$ cat config.mk
export PLATFORM = sky130hd
export DESIGN_NAME = reg_bank_flat
export DESIGN_NICKNAME = d
export VERILOG_FILES = /design/src/rtl/reg_bank_if.sv /design/src/rtl/reg_bank.sv /design/src/flat_wrapper.sv
export SDC_FILE = /design/constraint.sdc
export NUM_CORES = 1
export LEC_CHECK = 0
export CORE_MARGIN = 3
export CORE_UTILIZATION = 55
export CTS_CLUSTER_SIZE = 12
export DETAILED_ROUTE_END_ITERATION = 10
export HOLD_SLACK_MARGIN = 0.15
export PLACE_DENSITY = 0.82
export REMOVE_ABC_BUFFERS = 1
export SYNTH_ARGS = -nofsm -noshare
export SYNTH_HDL_FRONTEND = slang
export SYNTH_SLANG_ARGS = --single-unit
$ cat constraint.sdc
create_clock -name clk -period 1.94 [get_ports clk]
set_input_delay 0.291 -clock clk [delete_from_list [all_inputs] [get_ports clk]]
set_output_delay 0.291 -clock clk [all_outputs]
set_load 0.005 [all_outputs]
$ cat src/rtl/reg_bank_if.sv
// rtl/reg_bank_if.sv - register bank read/write/clear bus bundle
interface reg_bank_if #(
   parameter int DW = 16,
   parameter int AW = 2
);
   localparam int DEPTH = 2 ** AW;

   logic [AW-1:0]    r_add1;
   logic [AW-1:0]    r_add2;
   logic [AW-1:0]    rg_sel;
   logic [AW-1:0]    w_add;
   logic             w_flag;
   logic [DW-1:0]    w_data;
   logic             clr_req;
   logic [DW-1:0]    r_data1;
   logic [DW-1:0]    r_data2;
   logic [DW-1:0]    rgsel_data;
   logic [DEPTH-1:0] dirty;
   logic             busy;
   logic             clr_done;

   modport master (
      output r_add1, r_add2, rg_sel, w_add, w_flag, w_data, clr_req,
      input  r_data1, r_data2, rgsel_data, dirty, busy, clr_done
   );

   modport slave (
      input  r_add1, r_add2, rg_sel, w_add, w_flag, w_data, clr_req,
      output r_data1, r_data2, rgsel_data, dirty, busy, clr_done
   );
endinterface

$ cat src/rtl/reg_bank.sv
// rtl/reg_bank.sv - parametrised register bank with bypass, dirty mask and clear engine
module reg_bank #(
   parameter int DW     = 16,
   parameter int AW     = 2,
   parameter int BYPASS = 1
) (
   input  logic       clk,
   input  logic       reset,
   reg_bank_if.slave  bus
);
   localparam int DEPTH = 2 ** AW;

   typedef enum logic [1:0] {IDLE, CLEAR, DONE} state_t;

   state_t           state_q, state_d;
   logic [AW-1:0]    ptr_q, ptr_d;
   logic [DW-1:0]    mem_q [DEPTH];
   logic [DW-1:0]    mem_d [DEPTH];
   logic [DEPTH-1:0] dirty_q, dirty_d;
   logic             busy;
   logic             wr_en;

   assign busy  = (state_q != IDLE);
   assign wr_en = bus.w_flag && !busy;

   always_comb begin
      state_d = state_q;
      ptr_d   = ptr_q;
      mem_d   = mem_q;
      dirty_d = dirty_q;

      // Writes are only accepted in IDLE, so they never collide with the clear pointer.
      if (wr_en) begin
         mem_d[bus.w_add]   = bus.w_data;
         dirty_d[bus.w_add] = 1'b1;
      end

      case (state_q)
         IDLE: begin
            if (bus.clr_req) begin
               state_d = CLEAR;
               ptr_d   = '0;
            end
         end
         CLEAR: begin
            mem_d[ptr_q]   = '0;
            dirty_d[ptr_q] = 1'b0;
            ptr_d          = ptr_q + AW'(1);
            if (ptr_q == AW'(DEPTH - 1)) begin
               state_d = DONE;
            end
         end
         DONE: begin
            state_d = IDLE;
         end
         default: begin
            state_d = IDLE;
         end
      endcase
   end

   always_ff @(posedge clk) begin
      if (reset) begin
         for (int i = 0; i < DEPTH; i++) begin
            mem_q[i] <= '0;
         end
         dirty_q <= '0;
         state_q <= IDLE;
         ptr_q   <= '0;
      end else begin
         mem_q   <= mem_d;
         dirty_q <= dirty_d;
         state_q <= state_d;
         ptr_q   <= ptr_d;
      end
   end

   // The debug port always shows stored contents; only operand ports see forwarded data.
   assign bus.r_data1    = ((BYPASS != 0) && wr_en && (bus.w_add == bus.r_add1)) ?
                           bus.w_data : mem_q[bus.r_add1];
   assign bus.r_data2    = ((BYPASS != 0) && wr_en && (bus.w_add == bus.r_add2)) ?
                           bus.w_data : mem_q[bus.r_add2];
   assign bus.rgsel_data = mem_q[bus.rg_sel];
   assign bus.dirty      = dirty_q;
   assign bus.busy       = busy;
   assign bus.clr_done   = (state_q == DONE);
endmodule

$ cat src/flat_wrapper.sv
// flat-port wrapper written by rule: the top's interface ports become plain ports
module reg_bank_flat 
#(
   parameter int DW     = 16,
   parameter int AW     = 2,
   parameter int BYPASS = 1
)
  (clk, reset, bus_r_add1, bus_r_add2, bus_rg_sel, bus_w_add, bus_w_flag, bus_w_data, bus_clr_req, bus_r_data1, bus_r_data2, bus_rgsel_data, bus_dirty, bus_busy, bus_clr_done);
  reg_bank_if #(.DW(DW), .AW(AW)) bus_i ();
  input  logic clk;
  input  logic reset;
  input wire logic [$bits(bus_i.r_add1)-1:0] bus_r_add1;
  input wire logic [$bits(bus_i.r_add2)-1:0] bus_r_add2;
  input wire logic [$bits(bus_i.rg_sel)-1:0] bus_rg_sel;
  input wire logic [$bits(bus_i.w_add)-1:0] bus_w_add;
  input wire logic [$bits(bus_i.w_flag)-1:0] bus_w_flag;
  input wire logic [$bits(bus_i.w_data)-1:0] bus_w_data;
  input wire logic [$bits(bus_i.clr_req)-1:0] bus_clr_req;
  output wire logic [$bits(bus_i.r_data1)-1:0] bus_r_data1;
  output wire logic [$bits(bus_i.r_data2)-1:0] bus_r_data2;
  output wire logic [$bits(bus_i.rgsel_data)-1:0] bus_rgsel_data;
  output wire logic [$bits(bus_i.dirty)-1:0] bus_dirty;
  output wire logic [$bits(bus_i.busy)-1:0] bus_busy;
  output wire logic [$bits(bus_i.clr_done)-1:0] bus_clr_done;
  assign bus_i.r_add1 = bus_r_add1;
  assign bus_i.r_add2 = bus_r_add2;
  assign bus_i.rg_sel = bus_rg_sel;
  assign bus_i.w_add = bus_w_add;
  assign bus_i.w_flag = bus_w_flag;
  assign bus_i.w_data = bus_w_data;
  assign bus_i.clr_req = bus_clr_req;
  assign bus_r_data1 = bus_i.r_data1;
  assign bus_r_data2 = bus_i.r_data2;
  assign bus_rgsel_data = bus_i.rgsel_data;
  assign bus_dirty = bus_i.dirty;
  assign bus_busy = bus_i.busy;
  assign bus_clr_done = bus_i.clr_done;
  reg_bank #(.DW(DW), .AW(AW), .BYPASS(BYPASS)) u_core (.clk(clk), .reset(reset), .bus(bus_i));
endmodule
== Word-level counts from Yosys, hierarchy flattened ==
Index checks and enable logic that the tools add are counted.
Word-level totals
  bits in read-only memories: 0
  memories kept: 0
  input port bits: 28
  RAM bits: 0
  flip-flop bits (word level): 72
  word-level logic and storage cells: 78
  bits in latches: 0
Operators by class
  order comparisons: 11
  add/subtract/negate cells: 1
  mux-type cells: 29
  reductions and logical operators: 13
  $mul: 0
  equality and inequality tests: 7
  bitwise logic cells: 10
  div/mod/pow operators: 0
  shifts and indexed selects: 0
Operators by type and width (count)
  $mux W16: 10
  $mux W64: 2
  $bmux W16 S2: 3
  $and A64 B64 Y64: 1
  $bwmux W64: 1
  $demux W16 S2: 2
  $not A64 Y64: 1
  $ge A3 B3 Y1 const B: 5
  $not A2 Y3: 5
  $mux W4: 2
  $pmux W2 S2: 2
  $logic_and A1 B1 Y1: 7
  $lt A2 B3 Y1 const B: 2
  $lt A3 B1 Y1 const B: 2
  $mux W2: 3
  $and A4 B4 Y4: 1
  $demux W1 S2: 2
  $eq A2 B2 Y1: 2
  $eq A2 B2 Y1 const B: 2
  $ge A2 B1 Y1 const B: 2
  $not A4 Y4: 1
  $or A4 B4 Y4: 1
  $reduce_and A2 Y1: 2
  $reduce_bool A2 Y1: 2
  7 further kinds: 8

== Longest topological paths before layout ==
  depth in word-level cells: 9
  mapped depth: 6

== Worst setup path after synthesis ==
OpenSTA, ideal clock, no wires.
  path type: in2out
  start: input port bus_r_add1[0]
  end: output port bus_r_data1[10]
  stages: 4
  setup slack: 152 ps
  path buffers: 2
  data required time: 1649 ps
  arrival time: 1497 ps
  cell sequence: buf_6 buf_2 mux4_2 mux2_2
Between the ends
  longest elaborated chain between the ends: 5
Ends and longest elaborated chain
  from (decl): line flat_wrapper.sv:12  | input wire logic [$bits(bus_i.r_add1)-1:0] bus_r_add1;
  $not A2 Y3 (implied by the code): line reg_bank.sv:80  | bus.w_data : mem_q[bus.r_add1];
  $bmux W16 S2: line reg_bank.sv:80
  $mux W16 (implied by the code) (2 in a row): line reg_bank.sv:80
  $mux W16 *: line reg_bank.sv:79  | assign bus.r_data1 = ((BYPASS != 0) && wr_en && (bus.w_add == bus.r_add1)) ?
  to (decl): line flat_wrapper.sv:19  | output wire logic [$bits(bus_i.r_data1)-1:0] bus_r_data1;
Every way passes the cells marked *; elsewhere a longest branch is shown, timed or not. The select of a mux whose other input is x is not followed.

== Worst setup path after layout ==
  start: register u_core.state_q[1]
  end: output port bus_r_data1[10]
Between the ends
  longest elaborated chain between the ends: 5
Ends and longest elaborated chain
  from (decl): line reg_bank.sv:15  | state_t state_q, state_d;
  from (signal assigned): line reg_bank.sv:73  | state_q <= state_d;
  $reduce_bool A2 Y1: line reg_bank.sv:23  | assign busy = (state_q != IDLE);
  $logic_not A1 Y1: line reg_bank.sv:24  | assign wr_en = bus.w_flag && !busy;
  $logic_and A1 B1 Y1: line reg_bank.sv:24
  $logic_and A1 B1 Y1: line reg_bank.sv:79
  $mux W16: line reg_bank.sv:79
No other way between the ends.

==> metrics.txt <==
slew of the pin with the lowest slew margin=approximately 0.44 ns; DR vias/cell=6.596; Layout fillers=541; Worst Setup End Kind=output pin; post-synth top area share=between 20% and 30%; DP HPWL=9.616 mm; Max Transition Viols Final=0; Initial Util=57.49%; GRT Overall Usage=31.06%; # hold bufs at CTS=0; most frequent cell after synthesis=nand3b_1; Avg Cell Area, Syn=11.64 um2; Slew Limit Headroom=just over 70%; Leak Pwr=0.002853 uW; run status=finished with violations; depth of the CTS H-tree=3; DRT antenna net count=0; vias in the first global route=4649; Antenna diodes=0; synth cell count leaders=nand3b_1 (132), dfxtp_1 (72), mux2i_1 (66), mux4_2 (48), mux2_2 (32); Cell variety after synth=29; core area=8848 um2; number of synthesized flops with an enable pin=0; Max IR drop VDD=roughly 0.4 mV; ranking of synthesized cells by area=dfxtp_1 (28%), mux4_2 (21%), nand3b_1 (19%); DRT Pass-1 Iters=6; CP arrival=1.83 ns; CP peak stage delay=0.34 ns; CTS root buffer=clkbuf_8; Post-Syn Area=~5100 um2; design area=slightly below 7000 um2; antenna violations before repair=0; I/O pin cnt=82; total global routing overflow=0; Worst Skew=0.009144 ns; post-layout min period=2.121 ns; share of layout cells above drive strength 1=40.84%; RSZ-0062 raised after global routing=true; area grow syn2layout=35.96%; Power Density=540.6 nW/um2; Gate Count Post-Synth=between 400 and 500; die width=102.2 um; Final period util=109.3%; Max Freq=between 400 and 500 MHz; Placed Area=6275 um2; pin count of the biggest net entering global routing=137; CTS Sinks=72; routed wire length per instance=23.68 um; Fin. Hold Viols=0; Clock transition at path regs=0.07 ns; clk_lat worst skew=0.35 ns; DIE AREA=10440 um2; largest area contributor in the netlist=dfxtp_1; Async S/R FF share, synth=0%; via total after detailed routing=4492; TritonCTS buffer count=9; Required @ worst endpoint=1.65 ns; most used cell along the critical path=buf_6; CTS tree=yes; clock buffer depth=2; gp weighted congestion=0.7925; kind of critical path=flop to output pin; DIE HEIGHT=slightly above 100 um; Top delay family on crit path=simple AND/OR/NAND/NOR gates; DR DRC count=0; top_reg_cell synth=dfxtp_1; #FFs+latches synth=72; worst-path cell chain=nor3b_4 > nand3_2 > buf_6 > buf_6 > mux2_4 > buf_6; violated checks=setup timing; Critical Path Source Type=flop; CP max stage cell=dfxtp_2; IO Port Bufs=81; Final Net Count=601; synth warn=0; maxcap violations=0; placed cell count=633; fin cells=681; min-delay worst type=flop to flop; Setup violations, final=32; row cnt=34; final worst slack=-0.1809 ns; Seq/Total Area, Yosys=28.33%; critical path buffer and inverter count=3; first-pass GRT wire length=24.52 mm; Critical Path Fanout Max=3; initial detailed-routing violation count=340; Hold WS=0.4803 ns; drt total wl=16.13 mm
-- power by group --
group | leakage [uW] | switching (uW) | total, uW | internal (uW)
registers | 0.000585 | 43.9 | 1560 | 1520
logic | 0.00216 | 383 | 899 | 516
clock network | 0.000108 | 587 | 1280 | 689
total | 0.00285 | 1010 | 3740 | 2730
-- state kept, by name (all words and copies together) (netlist names) --
name              flops
u_core.bus.dirty      4
u_core.ptr_q          2
u_core.mem_q         64
u_core.state_q        2
-- worst register-to-register path, delay by kind of cell, from the launching register on --
kind / cells / cell delay, ns
buf+inv: 2 / 0.43
flops: 1 / 0.42
simple gates: 2 / 0.33
mux: 1 / 0.25
fa+ha+maj: 1 / 0.22
-- through the flow --
stage	setup TNS, ns	utilization, %	total power (uW)	setup WS (ns)
6_report	-4.470	78.17	3739	-0.1809
5_1_grt	-6.768	78.17	3855	-0.2526
2_1_floorplan	-28.72	-	1929	-0.9256
3_3_place_gp	-24.74	70.91	2348	-0.6252
4_1_cts	-3.276	77.11	3684	-0.1472
3_5_place_dp	-25.09	70.91	2376	-0.6499
-- layout make-up --
type                    instances  area (um2)  area share (%)
clock buffers                  12       165.2           2.388
clock inverters                 3       40.04          0.5789
inverters                       3       11.26          0.1628
multi-input cells             311        3418           49.42
flip-flops and latches         72        1445           20.89
well taps                     108       135.1           1.954
repair buffers                172        1702           24.60
-- cells in the final DEF, fill, tap and decap left out, types with 2 or more instances in the layout --
| cell | synthesis | final |
|---|---|---|
| buf_16 | 0 | 3 |
| clkdlybuf4s50_1 | 0 | 24 |
| dlymetal6s2s_1 | 0 | 10 |
| xnor2_2 | 0 | 4 |
| inv_1 | 3 | 3 |
| nor2b_1 | 2 | 2 |
| buf_2 | 6 | 21 |
| clkbuf_8 | 0 | 12 |
| dlygate4sd2_1 | 0 | 10 |
| mux2i_1 | 66 | 66 |
| buf_12 | 0 | 9 |
| buf_6 | 8 | 39 |
| mux4_2 | 48 | 48 |
| mux2_2 | 32 | 24 |
| o21a_1 | 4 | 4 |
| nor2_1 | 3 | 3 |
| a21oi_1 | 4 | 4 |
| ha_1 | 4 | 4 |
| buf_8 | 1 | 2 |
| dfxtp_2 | 0 | 3 |
| mux2_4 | 0 | 8 |
| dfxtp_1 | 72 | 69 |
| clkinv_2 | 0 | 2 |
| nand3_2 | 2 | 2 |
| buf_4 | 4 | 52 |
| nand3b_1 | 132 | 132 |
-- worst paths after layout --
kind | from | to | slack, ns | cells after the start
worst max-delay path | u_core.state_q[1] | bus_r_data1[10] | -0.18 | 6
worst min-delay path | u_core.bus.dirty[2] | u_core.bus.dirty[2] | 0.48 | 1
worst max register to register | u_core.ptr_q[0] | u_core.mem_q[21] | 0.20 | 6
worst min register to register | u_core.bus.dirty[2] | u_core.bus.dirty[2] | 0.48 | 1
-- layer usage --
metal / vias up / wire [um] / track usage, % / share of wire (%)
met4: 0 / 698 / 17.46 / 4.3
met2: 266 / 7927 / 51.82 / 49
li1: 1938 / - / - / -
met5: - / 0 / 0 / 0
met1: 2219 / 6055 / 37.17 / 38
met3: 69 / 1445 / 6.758 / 9.0
-- cell families (layout without fill, tap and decap cells) --
family / Yosys count / after routing / synth area share, %
compound gates: 10 / 10 / 1.279
xor+xnor: 4 / 4 / 0.6886
fa+ha+maj: 4 / 4 / 0.9838
buf+inv: 54 / 190 / 5.853
flops: 72 / 72 / 28.33
mux: 146 / 146 / 41.32
simple gates: 147 / 147 / 21.54
-- timing repair --
item                                    4_1_cts  5_1_grt
cloned                                        3        0
endpoints found under the setup margin       48       44
resized for setup                           199       26
pin swaps                                     5        0
endpoints found under the hold margin         0        0
setup buffers                                30        1
No activity file was read; power rests on OpenSTA's default activity.
